<file path="src/rtl/image_stream_pkg.sv">
// Shared types, header constants and pixel conversion for the image stream formatter.
package image_stream_pkg;

   typedef enum logic [1:0] {I_IDLE, I_META, I_PIX} in_state_e;
   typedef enum logic [1:0] {O_IDLE, O_HDR, O_PIX} out_state_e;

   localparam int HDR_WORDS = 4;
   localparam int HDR_BYTES = 6;

   // Round to nearest 8-bit code; only 4088..4095 carry into bit 12 and saturate.
   function automatic logic [7:0] px12_to_8(input logic [11:0] p);
      logic [12:0] s;
      s = {1'b0, p} + 13'd8;
      return s[12] ? 8'hFF : s[11:4];
   endfunction

   function automatic logic [7:0] hdr_byte(input logic [47:0] h, input logic [2:0] idx);
      return h[8*(HDR_BYTES-1-int'(idx)) +: 8];
   endfunction

endpackage

</file>
<file path="src/rtl/image_stream_formatter_sync_fifo.sv">
// Single-clock FIFO with fall-through read data; full/empty from extra-MSB pointers.
module sync_fifo #(
   parameter int WIDTH = 12,
   parameter int DEPTH = 16
) (
   input  logic             clk_i,
   input  logic             rst_i,
   input  logic             push_i,
   input  logic             pop_i,
   input  logic [WIDTH-1:0] wdata_i,
   output logic [WIDTH-1:0] rdata_o,
   output logic             full_o,
   output logic             empty_o
);

   localparam int AW = $clog2(DEPTH);

   logic [WIDTH-1:0] mem_q [DEPTH];
   logic [AW:0]      wptr_q, rptr_q;

   always_ff @(posedge clk_i or posedge rst_i) begin
      if (rst_i) begin
         wptr_q <= '0;
         rptr_q <= '0;
      end else begin
         if (push_i) wptr_q <= wptr_q + (AW+1)'(1);
         if (pop_i)  rptr_q <= rptr_q + (AW+1)'(1);
      end
   end

   always_ff @(posedge clk_i) begin
      if (push_i) mem_q[wptr_q[AW-1:0]] <= wdata_i;
   end

   assign rdata_o = mem_q[rptr_q[AW-1:0]];
   assign empty_o = (wptr_q == rptr_q);
   assign full_o  = (wptr_q[AW] != rptr_q[AW]) && (wptr_q[AW-1:0] == rptr_q[AW-1:0]);

endmodule

</file>
<file path="src/rtl/image_stream_formatter.sv">
// Converts the camera's 12-bit pixel/metadata stream into header + 8-bit pixel bytes
// for the JPEG block, with a FIFO absorbing output stalls and sticky error flags.
module image_stream_formatter
   import image_stream_pkg::*;
#(
   parameter int FIFO_DEPTH   = 16,
   parameter int FRAME_PIXELS = 5038848
) (
   input  logic        sysClk,
   input  logic        hard_reset,
   input  logic [11:0] image_pixel_data,
   input  logic        image_data_valid,
   input  logic        image_metadata_valid,
   input  logic        out_ready,
   output logic [7:0]  out_data,
   output logic        out_valid,
   output logic        out_sof,
   output logic        out_last,
   input  logic        clear_flags,
   output logic        overflow_flag,
   output logic        framing_error_flag,
   output logic        busy
);

   localparam int          CW   = $clog2(FRAME_PIXELS);
   localparam logic [CW-1:0] LAST = CW'(FRAME_PIXELS - 1);

   in_state_e   i_state_q;
   out_state_e  o_state_q;
   logic [1:0]  word_cnt_q;
   logic [47:0] hdr_q, obuf_q;
   logic        hdr_ready_q;
   logic [CW-1:0] in_cnt_q, out_cnt_q;
   logic [2:0]  byte_idx_q;
   logic [7:0]  out_data_q;
   logic        out_valid_q, out_sof_q, out_last_q;
   logic        ovf_q, ferr_q;

   logic        meta_in, pix_in;
   logic        in_err, ovf_evt, hdr_set, hdr_clr, load_ok;
   logic        fifo_push, fifo_pop, fifo_full, fifo_empty;
   logic [11:0] fifo_rdata;

   assign meta_in = image_metadata_valid;
   assign pix_in  = image_data_valid && !image_metadata_valid;
   assign load_ok = !out_valid_q || out_ready;
   assign hdr_clr = (o_state_q == O_IDLE) && hdr_ready_q && load_ok;
   assign fifo_pop = (o_state_q == O_PIX) && load_ok && !fifo_empty;

   always_comb begin
      in_err    = 1'b0;
      ovf_evt   = 1'b0;
      hdr_set   = 1'b0;
      fifo_push = 1'b0;
      case (i_state_q)
         I_IDLE: in_err = pix_in || (meta_in && hdr_ready_q);
         I_META: begin
            in_err  = pix_in;
            hdr_set = meta_in && (word_cnt_q == 2'(HDR_WORDS-1));
         end
         I_PIX: begin
            in_err = meta_in;
            // A pop in the same cycle frees the slot, so a full FIFO still accepts.
            if (pix_in) begin
               if (fifo_full && !fifo_pop) ovf_evt   = 1'b1;
               else                        fifo_push = 1'b1;
            end
         end
         default: ;
      endcase
   end

   sync_fifo #(.WIDTH(12), .DEPTH(FIFO_DEPTH)) u_fifo (
      .clk_i   (sysClk),
      .rst_i   (hard_reset),
      .push_i  (fifo_push),
      .pop_i   (fifo_pop),
      .wdata_i (image_pixel_data),
      .rdata_o (fifo_rdata),
      .full_o  (fifo_full),
      .empty_o (fifo_empty)
   );

   always_ff @(posedge sysClk or posedge hard_reset) begin
      if (hard_reset) begin
         i_state_q  <= I_IDLE;
         word_cnt_q <= '0;
         hdr_q      <= '0;
         in_cnt_q   <= '0;
      end else begin
         case (i_state_q)
            I_IDLE: if (meta_in && !hdr_ready_q) begin
               hdr_q      <= {hdr_q[35:0], image_pixel_data};
               word_cnt_q <= 2'd1;
               i_state_q  <= I_META;
            end
            I_META: if (meta_in) begin
               hdr_q <= {hdr_q[35:0], image_pixel_data};
               if (hdr_set) begin
                  word_cnt_q <= '0;
                  in_cnt_q   <= '0;
                  i_state_q  <= I_PIX;
               end else begin
                  word_cnt_q <= word_cnt_q + 2'd1;
               end
            end
            I_PIX: if (pix_in) begin
               // Dropped pixels still count so frame boundaries stay aligned.
               if (in_cnt_q == LAST) begin
                  in_cnt_q  <= '0;
                  i_state_q <= I_IDLE;
               end else begin
                  in_cnt_q <= in_cnt_q + CW'(1);
               end
            end
            default: i_state_q <= I_IDLE;
         endcase
      end
   end

   always_ff @(posedge sysClk or posedge hard_reset) begin
      if (hard_reset)   hdr_ready_q <= 1'b0;
      else if (hdr_set) hdr_ready_q <= 1'b1;
      else if (hdr_clr) hdr_ready_q <= 1'b0;
   end

   always_ff @(posedge sysClk or posedge hard_reset) begin
      if (hard_reset) begin
         o_state_q   <= O_IDLE;
         obuf_q      <= '0;
         byte_idx_q  <= '0;
         out_cnt_q   <= '0;
         out_data_q  <= '0;
         out_valid_q <= 1'b0;
         out_sof_q   <= 1'b0;
         out_last_q  <= 1'b0;
      end else begin
         case (o_state_q)
            O_IDLE: begin
               // Snapshot the header so the next frame's metadata can refill hdr_q.
               if (hdr_clr) begin
                  obuf_q      <= hdr_q;
                  out_data_q  <= hdr_q[47:40];
                  out_valid_q <= 1'b1;
                  out_sof_q   <= 1'b1;
                  out_last_q  <= 1'b0;
                  byte_idx_q  <= 3'd1;
                  o_state_q   <= O_HDR;
               end else if (load_ok) begin
                  out_valid_q <= 1'b0;
                  out_sof_q   <= 1'b0;
                  out_last_q  <= 1'b0;
               end
            end
            O_HDR: if (load_ok) begin
               out_data_q  <= hdr_byte(obuf_q, byte_idx_q);
               out_valid_q <= 1'b1;
               out_sof_q   <= 1'b0;
               out_last_q  <= 1'b0;
               if (byte_idx_q == 3'(HDR_BYTES-1)) begin
                  out_cnt_q <= '0;
                  o_state_q <= O_PIX;
               end else begin
                  byte_idx_q <= byte_idx_q + 3'd1;
               end
            end
            O_PIX: begin
               if (fifo_pop) begin
                  out_data_q  <= px12_to_8(fifo_rdata);
                  out_valid_q <= 1'b1;
                  out_sof_q   <= 1'b0;
                  out_last_q  <= (out_cnt_q == LAST);
                  if (out_cnt_q == LAST) begin
                     out_cnt_q <= '0;
                     o_state_q <= O_IDLE;
                  end else begin
                     out_cnt_q <= out_cnt_q + CW'(1);
                  end
               end else if (load_ok) begin
                  out_valid_q <= 1'b0;
                  out_sof_q   <= 1'b0;
                  out_last_q  <= 1'b0;
               end
            end
            default: o_state_q <= O_IDLE;
         endcase
      end
   end

   // Set events take priority over a simultaneous clear.
   always_ff @(posedge sysClk or posedge hard_reset) begin
      if (hard_reset) begin
         ovf_q  <= 1'b0;
         ferr_q <= 1'b0;
      end else begin
         if (ovf_evt)          ovf_q <= 1'b1;
         else if (clear_flags) ovf_q <= 1'b0;
         if (in_err)           ferr_q <= 1'b1;
         else if (clear_flags) ferr_q <= 1'b0;
      end
   end

   assign out_data           = out_data_q;
   assign out_valid          = out_valid_q;
   assign out_sof            = out_sof_q;
   assign out_last           = out_last_q;
   assign overflow_flag      = ovf_q;
   assign framing_error_flag = ferr_q;
   assign busy               = (i_state_q != I_IDLE) || (o_state_q != O_IDLE) || !fifo_empty;

endmodule
</file>
<file path="config.mk">
export PLATFORM = sky130hd
export DESIGN_NAME = image_stream_formatter
export DESIGN_NICKNAME = d
export VERILOG_FILES = /design/src/rtl/image_stream_pkg.sv /design/src/rtl/image_stream_formatter_sync_fifo.sv /design/src/rtl/image_stream_formatter.sv
export SDC_FILE = /design/constraint.sdc
export NUM_CORES = 1
export LEC_CHECK = 0
export CORE_MARGIN = 2
export CORE_UTILIZATION = 56
export DETAILED_ROUTE_END_ITERATION = 10
export PLACE_DENSITY = 0.79
export SLEW_MARGIN = 20
export SYNTH_ARGS = -nofsm -noshare
export SYNTH_HDL_FRONTEND = slang
export SYNTH_HIERARCHICAL = 1
export SYNTH_SLANG_ARGS = --single-unit
</file>
<file path="constraint.sdc">
create_clock -name sysClk -period 6.95 [get_ports sysClk]
set_input_delay 2.085 -clock sysClk [delete_from_list [all_inputs] [get_ports sysClk]]
set_output_delay 2.085 -clock sysClk [all_outputs]
set_load 0.01 [all_outputs]
</file>
==> flow_metrics.tcl <==
set metrics [dict create \
    status "completed" \
    crit_chain "xnor2_1 -> nand4_1 -> nor2b_1 -> nand4_1 -> clkdlybuf4s50_1" \
    power_leakage_nw 6.07 \
    routed_wirelength_mm 30.5 \
    hp-start "hdr_q[37]" \
    skew_ns 0.0203 \
    hold_end "obuf_q[37]" \
    io_buffers 31 \
    drt_first_pass_iters 6 \
    required_ns 4.87 \
    p_comb_share_pct 31.5 \
    slew_headroom_pct 34.6 \
    cts_resized 0 \
    drive_gt1_share_pct 18.8 \
    period_share_pct 72.9 \
    placed_area_sq_um 14800 \
    netlist_instances 1027 \
    hold_violations 0 \
    drc 0 \
    hold_class "reg2reg" \
    netSwitchingFraction_pct 33.2 \
    grt_pass1_wl_mm 48.1 \
    synth_area_sq_um 14200 \
    maxSlewViolCount 0 \
    postCtsSetupRepairBufs 0 \
    dieHeight_um 163 \
    die_area_sq_um 26700 \
    clkLatencyLatePin_ns 0.52 \
    setup-violations-final 0 \
    p_int_mw 4.35 \
    grt_pass1_vias 8532 \
    place_ws_ns 1.94 \
    cts-root-buf "clkbuf_16" \
    max_freq_mhz 197 \
    htreeDepth 2 \
    core-area_sq_um 25000 \
    wl_per_cell_um 21.8 \
    p_seq_share_pct 41.6 \
    setup_ws_ns 1.88 \
    r2r_start "u_fifo/rptr_q[0]" \
    layout.nets 1083 \
    reg2reg_depth 9 \
    syn-num-nets 1063 \
    synth_area_per_cell_sq_um 13.9 \
    critPathMaxFanout 32 \
    post-dp-hpwl_mm 19.4 \
    gp_routability_congestion 0.848 \
    antenna_cells 0 \
    final_cell_mix "dfrtp_1 (173), edfxtp_1 (144), mux2_2 (97)" \
    ant_nets 0 \
    slowest_stage "dfrtp_2" \
    numClockSinks 319 \
    peakVddDrop_v 0.000292 \
    critPathTopFamily "flip-flops" \
    rsz0062_at_grt "false" \
    boundaryPins 32 \
    syn2layout_area_growth_pct 11.3 \
    fin_area_sq_um 15800 \
    antenna_found_initial 0 \
    grt_overflow 0 \
    drv_cap 0 \
    critPathKind "reg2out" \
    start_kind "flip-flop" \
    crit_path_end_kind "output port" \
    drt_iter0_drc 889 \
    grt_max_degree 102 \
    clock_path_buffers 3 \
    p_clk_share_pct 26.9 \
    initial_core_util_pct 56.8 \
    numCtsBuffers 35 \
    vias 8698 \
    hold_depth 1 \
    rrSetupSlack_ns 2.86 \
    die_w_um 163 \
    cpMostUsedCell "nand4_1" \
    fin_tns_setup_ns 0 \
    rows 58 \
    viasPerCell 6.20 \
    slowest_delay_ns 1.00 \
    power.switching_mw 2.16 \
    cp.buffers_inverters 1 \
    reg2reg_to "out_data[3]" \
    cts_tree "built" \
    tightestPinTransition_ns 0.982 \
    clk_pin_slew_ns 0.06 \
    cts_hold_buf 0 \
    ys_warn_count 6 \
    final_common_cell "dfrtp_1" \
    grt_use_total_pct 23.4 \
    critPathArrivalTime_ns 2.98 \
    power_density_nw_per_um2 411 \
    period_minus_slack_ns 5.07 \
]
[registers in the layout (all words and copies together), names as in the netlist, 2 cells and up]
name,cells
in_cnt_q,23
byte_idx_q,3
u_fifo/mem_q,144
i_state_q,2
word_cnt_q,2
obuf_q,48
o_state_q,2
out_data,8
u_fifo/rptr_q,5
out_cnt_q,23
u_fifo/wptr_q,5
hdr_q,48
[how the worst max path moves through the flow]
stage               cells past startpoint  slack, ns                 start             endpoint
global placement                        7       2.07  image_metadata_valid   u_fifo/mem_q[3][4]
CTS                                     5       1.89      u_fifo/rptr_q[0]                 busy
global route                            5       1.70      u_fifo/rptr_q[0]                 busy
detailed placement                      7       1.94  image_metadata_valid  u_fifo/mem_q[1][11]
floorplan                               1       0.40            hard_reset        byte_idx_q[0]
finish                                  5       1.88      u_fifo/rptr_q[0]                 busy
[through the flow]
stage          hold slack, ns  cells  total power, mW  utilization (%)
2_1_floorplan           0.462   1027             4.19                -
3_3_place_gp            0.481   1340             4.68             58.9
3_5_place_dp            0.488   1340             4.75             58.9
4_1_cts                 0.502   1402             6.54             63.3
5_1_grt                 0.518   1402             6.84             63.3
6_report                0.500   1402             6.52             63.3
[cell type report]
type / count / area (sq um)
Sequential cell: 319 / 8710
Fill cell: 1835 / 9190
Tap cell: 330 / 413
Clock inverter: 14 / 114
Multi-Input combinational cell: 624 / 5160
Timing Repair Buffer: 38 / 363
Inverter: 29 / 114
Clock buffer: 48 / 976
[layer usage]
metal  routed length (um)  track usage [%]  up-vias
li1                     -                -     3921
met1                13200             32.8     4427
met2                15000             38.5      302
met3                 1760             3.89       48
met4                  584             5.99        0
met5                    0                0        -
[power groups by stage]
stage	Sequential, mW	Clock (mW)	Combinational [mW]
floorplan	2.57	0	1.62
global placement	2.72	0	1.96
finish	2.71	1.75	2.05
CTS	2.71	1.79	2.05
detailed placement	2.73	0	2.01
global route	2.76	1.86	2.21
No activity file was read; power rests on OpenSTA's default activity.
